--- src/rtl/muldiv_sequencer_pkg.sv ---
// Shared encodings for the multiply/divide sequencer; the control unit imports
// the same op codes and HI/LO source selects.
package muldiv_sequencer_pkg;

   typedef enum logic [1:0] {
      OP_MULT = 2'b00,
      OP_DIV  = 2'b01,
      OP_DIVM = 2'b10,
      OP_RSVD = 2'b11
   } op_e;

   typedef enum logic [2:0] {
      ST_IDLE,
      ST_FETCH,
      ST_ISSUE,
      ST_RUN,
      ST_WRITE,
      ST_EXC
   } state_e;

   localparam logic HILO_SRC_MULT = 1'b0;
   localparam logic HILO_SRC_DIV  = 1'b1;

   localparam logic DIV_SRC_REGS  = 1'b0;
   localparam logic DIV_SRC_MEM   = 1'b1;

   function automatic int max_int(input int a, input int b);
      return (a > b) ? a : b;
   endfunction

endpackage

--- src/rtl/muldiv_timeout_counter.sv ---
// Clearable, saturating up-counter with a terminal-count compare; shared by the
// operand-fetch wait and the run-phase timeout.
module muldiv_timeout_counter #(
   parameter int W = 7
) (
   input  logic         clk,
   input  logic         reset,
   input  logic         clear,
   input  logic         enable,
   input  logic [W-1:0] terminal,
   output logic [W-1:0] count,
   output logic         at_terminal
);

   // NOTE: sequential state uses non-blocking assignments so every register
   // samples the pre-edge values of its neighbours.
   always_ff @(posedge clk) begin
      if (reset || clear)
         count <= '0;
      else if (enable && (count != '1))
         count <= count + W'(1);
   end

   assign at_terminal = (count >= terminal);

endmodule

--- src/rtl/muldiv_sequencer.sv ---
// Sequences one MULT/DIV/DIVM request through the shared mul/div unit and
// commits the result to HI/LO, or raises a one-cycle exception pulse.
module muldiv_sequencer
   import muldiv_sequencer_pkg::*;
#(
   parameter int TIMEOUT_CYCLES = 64,
   parameter int MEM_WAIT       = 2
) (
   input  logic       clk,
   input  logic       reset,
   input  logic       req_valid,
   input  logic [1:0] req_op,
   output logic       req_ready,
   input  logic       abort,
   input  logic       div_finished,
   input  logic       div_0,
   input  logic       mult_calculando,
   output logic       div_start,
   output logic       mult_start,
   output logic       div_control,
   output logic       HiLo_control,
   output logic       HiLo_w,
   output logic       busy,
   output logic       done,
   output logic       div_zero_exc,
   output logic       err_timeout
);

   localparam int CNT_W = $clog2(max_int(TIMEOUT_CYCLES, MEM_WAIT) + 1);
   localparam logic [CNT_W-1:0] FETCH_LAST = CNT_W'(MEM_WAIT - 1);
   localparam logic [CNT_W-1:0] RUN_LAST   = CNT_W'(TIMEOUT_CYCLES - 1);

   state_e           state;
   op_e              op_q;
   op_e              req_kind;
   logic [CNT_W-1:0] cnt;
   logic             cnt_at_term;
   logic             cnt_clear;
   logic             cnt_enable;
   logic [CNT_W-1:0] cnt_terminal;
   logic             mult_done;
   logic             unit_done;

   assign req_kind     = op_e'(req_op);
   assign cnt_clear    = (state == ST_IDLE) || (state == ST_ISSUE);
   assign cnt_enable   = (state == ST_FETCH) || (state == ST_RUN);
   assign cnt_terminal = (state == ST_FETCH) ? FETCH_LAST : RUN_LAST;

   // The multiplier's busy flag lags its start pulse, so the first RUN cycle is ignored.
   assign mult_done = (cnt != '0) && !mult_calculando;
   assign unit_done = (op_q == OP_MULT) ? mult_done : div_finished;

   muldiv_timeout_counter #(.W(CNT_W)) u_counter (
      .clk         (clk),
      .reset       (reset),
      .clear       (cnt_clear),
      .enable      (cnt_enable),
      .terminal    (cnt_terminal),
      .count       (cnt),
      .at_terminal (cnt_at_term)
   );

   always_ff @(posedge clk) begin
      if (reset) begin
         state        <= ST_IDLE;
         op_q         <= OP_MULT;
         req_ready    <= 1'b1;
         busy         <= 1'b0;
         div_control  <= DIV_SRC_REGS;
         HiLo_control <= HILO_SRC_MULT;
         div_start    <= 1'b0;
         mult_start   <= 1'b0;
         HiLo_w       <= 1'b0;
         done         <= 1'b0;
         div_zero_exc <= 1'b0;
         err_timeout  <= 1'b0;
      end else begin
         div_start    <= 1'b0;
         mult_start   <= 1'b0;
         HiLo_w       <= 1'b0;
         done         <= 1'b0;
         div_zero_exc <= 1'b0;
         err_timeout  <= 1'b0;

         if (abort && (state != ST_IDLE)) begin
            state        <= ST_IDLE;
            req_ready    <= 1'b1;
            busy         <= 1'b0;
            div_control  <= DIV_SRC_REGS;
            HiLo_control <= HILO_SRC_MULT;
         end else begin
            unique case (state)
               ST_IDLE: begin
                  if (req_valid && (req_kind != OP_RSVD)) begin
                     op_q         <= req_kind;
                     req_ready    <= 1'b0;
                     busy         <= 1'b1;
                     div_control  <= (req_kind == OP_DIVM) ? DIV_SRC_MEM : DIV_SRC_REGS;
                     HiLo_control <= (req_kind == OP_MULT) ? HILO_SRC_MULT : HILO_SRC_DIV;
                     if (req_kind == OP_DIVM) begin
                        state <= ST_FETCH;
                     end else begin
                        state      <= ST_ISSUE;
                        mult_start <= (req_kind == OP_MULT);
                        div_start  <= (req_kind == OP_DIV);
                     end
                  end
               end
               ST_FETCH: begin
                  if (cnt_at_term) begin
                     state     <= ST_ISSUE;
                     div_start <= 1'b1;
                  end
               end
               ST_ISSUE: state <= ST_RUN;
               ST_RUN: begin
                  if ((op_q != OP_MULT) && div_0) begin
                     state        <= ST_EXC;
                     div_zero_exc <= 1'b1;
                  end else if (unit_done) begin
                     state  <= ST_WRITE;
                     HiLo_w <= 1'b1;
                     done   <= 1'b1;
                  end else if (cnt_at_term) begin
                     state       <= ST_EXC;
                     err_timeout <= 1'b1;
                  end
               end
               ST_WRITE, ST_EXC: begin
                  state        <= ST_IDLE;
                  req_ready    <= 1'b1;
                  busy         <= 1'b0;
                  div_control  <= DIV_SRC_REGS;
                  HiLo_control <= HILO_SRC_MULT;
               end
               default: begin
                  state     <= ST_IDLE;
                  req_ready <= 1'b1;
                  busy      <= 1'b0;
               end
            endcase
         end
      end
   end

endmodule
--- config.mk ---
export PLATFORM = sky130hd
export DESIGN_NAME = muldiv_sequencer
export DESIGN_NICKNAME = d
export VERILOG_FILES = /design/src/rtl/muldiv_sequencer_pkg.sv /design/src/rtl/muldiv_timeout_counter.sv /design/src/rtl/muldiv_sequencer.sv
export SDC_FILE = /design/constraint.sdc
export NUM_CORES = 1
export LEC_CHECK = 0
export CAP_MARGIN = 25
export CORE_ASPECT_RATIO = 1.2
export CORE_MARGIN = 3
export CORE_UTILIZATION = 45
export DETAILED_ROUTE_END_ITERATION = 7
export HOLD_SLACK_MARGIN = 0.03
export PLACE_DENSITY = 0.73
export SYNTH_ARGS = -nofsm -noshare
export SYNTH_HDL_FRONTEND = slang
export SYNTH_SLANG_ARGS = --single-unit
--- constraint.sdc ---
create_clock -name clk -period 2.4 [get_ports clk]
set_input_delay 0.48 -clock clk [delete_from_list [all_inputs] [get_ports clk]]
set_output_delay 0.48 -clock clk [all_outputs]
set_load 0.05 [all_outputs]
==> run_results.csv <==
group,metric,value,unit
drt,detail_route.drc_violations,0,
sta,finalCriticalPeriod,2.28,ns
worst_setup_path,cp_cell_instances,"nor3b_2 > ha_1 > o31a_1 > o21ai_1 > o21ai_1 > a211o_1 > mux2_4",
drt,drt_pass1_iterations,5,
clock_tree,clock_sink_count,21,
sta,fin_skew,0.00484,ns
yosys,synthDominantCellAreaShare,40.0,%
sta,tightest_slew,0.646,ns
clock_tree,cts.repair_timing.setup_buffer_count,0,
clock_tree,cts-root-buf,"sky130_fd_sc_hd__clkbuf_4",
worst_setup_path,critPathBufInv,0,
yosys,yosys_warnings,0,
clock_tree,clock_tree.htree_level_count,1,
global_route,grt_util_met2,26.5,%
place,gp_routability_congestion,0.879,
place,post-dp-hpwl,1.73,mm
global_route,wire_length_of_the_first_global_routing_pass,3.90,mm
worst_setup_path,crit_required,2.61,ns
clock_tree,number_of_cts_inserted_buffers,3,
floorplanning,starting_density,49.1,%
yosys,synthesis.instances,121,
yosys,synth-main-ff-cell,"sky130_fd_sc_hd__dfxtp_1",
pwr,ir_worst_vdd,0.388,mV
floorplanning,fp.dieArea,2950,um^2
floorplanning,core_area,2140,um^2
global_route,globalRouteTotalUtil,16.9,%
drt,detail_route.wirelength,2.29,mm
clock_tree,clk_pin_slew_worst_paths,0.12,ns
job,max_cap_viol_count,0,
drt,routedWlPerCell,13.1,um
floorplanning,boundaryPins,19,
clock_tree,tritoncts,"done",
outcome,outcome,"finished, final reports clean",
yosys,synth_top_cell_by_area,"sky130_fd_sc_hd__dfxtp_1",
worst_setup_path,reg2reg_slack,0.12,ns
sta,setup_viol,0,
sta,max_freq,439,MHz
yosys,mappedNetlistNets,135,
global_route,grtUsageMet3,3.80,%
worst_setup_path,arrival,2.48,ns
yosys,seq_area_frac_synth,40.0,%
yosys,yosys.cell_types.count,39,
worst_setup_path,crit_slowest_cell,"sky130_fd_sc_hd__nor3b_2",
floorplanning,die_width,50.1,um
worst_setup_path,cell_class_contributing_the_biggest_share_of_worst_path_delay,"compound AO/OA/AOI/OAI gates",
yosys,synth.ff_latch_count,21,
worst_setup_path,timing.critical_path.from_type,"register",
global_route,grt-ovfl-total,0,
worst_setup_path,critical-path-max-stage-delay,0.39,ns
global_route,use_met1,22.3,%
sta,whs,0.453,ns
yosys,synth_edf_count,0,
final_layout,design_area,1330,um^2
final_layout,syn2layout_area_growth,26.2,%
floorplanning,dieHeight,58.9,um
floorplanning,core.rowCount,18,
global_route,vias_in_the_first_global_route,866,
yosys,netlist_area,1050,um^2
final_layout,fillerInstances,185,
pwr,pwr_per_cell_area,574,nW/um^2
sta,final-hold-violation-count,0,
global_route,pin_count_of_the_biggest_net_entering_global_routing,13,
clock_tree,post_cts_hold_buffer_count,0,
drt,first_iter_violations,33,
clock_tree,cts_repair_resize_count,0,
sta,min_period_over_period,94.8,%
drt,routed-via-count,958,
yosys,ys_async_sr_fraction,0,%
final_layout,post_route_cells_drive_above_1_share,9.66,%
yosys,avgSynthCellArea,8.68,um^2
place,place_area,1300,um^2
sta,setup_tns,0,ns
worst_setup_path,crit_top_cell,"sky130_fd_sc_hd__o21ai_1",
sta,final-max-slew-violation-count,0,
global_route,busiest_layer,"met2",
final_layout,antennaDiodeCount,0,
yosys,synth.top_cells.by_area,"sky130_fd_sc_hd__dfxtp_1 40%, sky130_fd_sc_hd__nor2_1 8.6%, sky130_fd_sc_hd__ha_1 6.0%, sky130_fd_sc_hd__nor3b_1 4.3%, sky130_fd_sc_hd__xor2_1 3.3%",
worst_setup_path,timing_worst_setup_path_type,"register to register",
final_layout,finish.net_count,160,
worst_setup_path,critical_path.endpoint_type,"register",
sta,max_slew_margin,56.4,%
clock_tree,clk_latency,0.30,ns
place,portBuffers,18,
clock_tree,cts-root-to-sink-buffers,2,
global_route,antenna_found_initial,0,
pwr,total_leakage_power,0.500,nW
worst_setup_path,critical_path.max_fanout,5,
drt,detail-route-antenna-nets,0,
drt,drt-vias-per-instance,5.47,
sta,rsz0062_at_grt,"no",
worst_hold_path,timing.hold.worst.class,"register to register",
-- stage by stage --
| step | std cells | power, mW | setup slack, ns | utilization [%] |
|---|---|---|---|---|
| after floorplan | 121 | 0.527 | 0.172 | - |
| after global placement | 171 | 0.593 | 0.245 | 60.6 |
| after detailed placement | 171 | 0.596 | 0.170 | 60.6 |
| after CTS | 175 | 0.765 | 0.141 | 61.9 |
| after global routing | 175 | 0.801 | 0.0142 | 61.9 |
| final | 175 | 0.760 | 0.124 | 61.9 |
-- cell usage after synthesis (2+ instances only) --
cell,n
sky130_fd_sc_hd__nor2_1,24
sky130_fd_sc_hd__dfxtp_1,21
sky130_fd_sc_hd__inv_1,6
sky130_fd_sc_hd__nor3b_1,6
sky130_fd_sc_hd__a21oi_1,5
sky130_fd_sc_hd__ha_1,5
sky130_fd_sc_hd__nand2_1,4
sky130_fd_sc_hd__nor3_1,4
sky130_fd_sc_hd__xor2_1,4
sky130_fd_sc_hd__nand4_1,3
sky130_fd_sc_hd__o21ai_0,3
sky130_fd_sc_hd__a21o_1,2
sky130_fd_sc_hd__a31oi_1,2
sky130_fd_sc_hd__clkbuf_1,2
sky130_fd_sc_hd__mux2i_1,2
sky130_fd_sc_hd__nand3_1,2
sky130_fd_sc_hd__nor2b_1,2
sky130_fd_sc_hd__o21ai_1,2
sky130_fd_sc_hd__o21bai_1,2
-- cell usage in the layout, fill, tap and decap left out, types with 2 or more instances in the layout --
master,instances
sky130_fd_sc_hd__inv_1,6
sky130_fd_sc_hd__nand2_1,4
sky130_fd_sc_hd__a21o_1,2
sky130_fd_sc_hd__nand3_1,2
sky130_fd_sc_hd__o21bai_1,2
sky130_fd_sc_hd__xor2_1,4
sky130_fd_sc_hd__mux2i_1,2
sky130_fd_sc_hd__nand4_1,3
sky130_fd_sc_hd__o21ai_1,2
sky130_fd_sc_hd__clkdlybuf4s50_1,18
sky130_fd_sc_hd__o21ai_0,3
sky130_fd_sc_hd__clkbuf_4,3
sky130_fd_sc_hd__nor3b_1,5
sky130_fd_sc_hd__a31oi_1,2
sky130_fd_sc_hd__nor2b_1,2
sky130_fd_sc_hd__a21oi_1,5
sky130_fd_sc_hd__ha_1,5
sky130_fd_sc_hd__buf_4,6
sky130_fd_sc_hd__nor3_1,4
sky130_fd_sc_hd__nor2_1,24
sky130_fd_sc_hd__dfxtp_1,21
-- registers in the layout (all words and copies together), names as in the netlist --
signal and cells:
op_q 2, div_control 1, div_start 1, mult_start 1, req_ready 1, div_zero_exc 1, done 1, busy 1
HiLo_control 1, err_timeout 1, u_counter.count 7, state 3
-- worst paths after layout --
check             startpoint        to  cells after the start
setup reg to reg    state[1]  state[1]                      7
setup / recovery    state[1]  state[1]                      7
hold / removal          busy      busy                      2
hold reg to reg         busy      busy                      2
-- area by class of cell --
class / instances / area (um^2) / share of cell area (%)
multi-input combinational: 90 / 592 / 44.7
sequential: 21 / 420 / 31.7
timing repair buffer: 24 / 225 / 17.0
tap: 30 / 37.5 / 2.83
clock buffer: 3 / 22.5 / 1.70
inverter: 6 / 22.5 / 1.70
clock inverter: 1 / 5.00 / 0.378
-- kinds of logic after synthesis --
kind of cell,Yosys count,share of synthesized area [%]
AO/OA/AOI/OAI,25,17.5
XOR/XNOR,5,4.17
adder cells (fa/ha/maj),5,5.96
buffers and inverters,10,4.05
flip-flops,21,40.0
multiplexers,3,3.34
AND/OR/NAND/NOR,52,24.9
-- report_power, final --
group | switching [mW] | internal, mW
clock | 0.107 | 0.0622
sequential | 0.0116 | 0.368
combinational | 0.128 | 0.0842
total | 0.246 | 0.514
-- metal layers --
| layer | wire, um | part of all wire [%] |
|---|---|---|
| met5 | 0 | 0 |
| met1 | 1090 | 47 |
| met4 | 19 | 0.83 |
| met3 | 118 | 5.1 |
| met2 | 1070 | 47 |
-- worst register-to-register path, cell delays in order, from the launching register on --
cell and delay [ns]:
sky130_fd_sc_hd__dfxtp_1 0.34, sky130_fd_sc_hd__nor3b_2 0.39, sky130_fd_sc_hd__ha_1 0.32, sky130_fd_sc_hd__o31a_1 0.27, sky130_fd_sc_hd__o21ai_1 0.07, sky130_fd_sc_hd__o21ai_1 0.12, sky130_fd_sc_hd__a211o_1 0.35, sky130_fd_sc_hd__mux2_4 0.31
(Power assumes the default switching activity.)
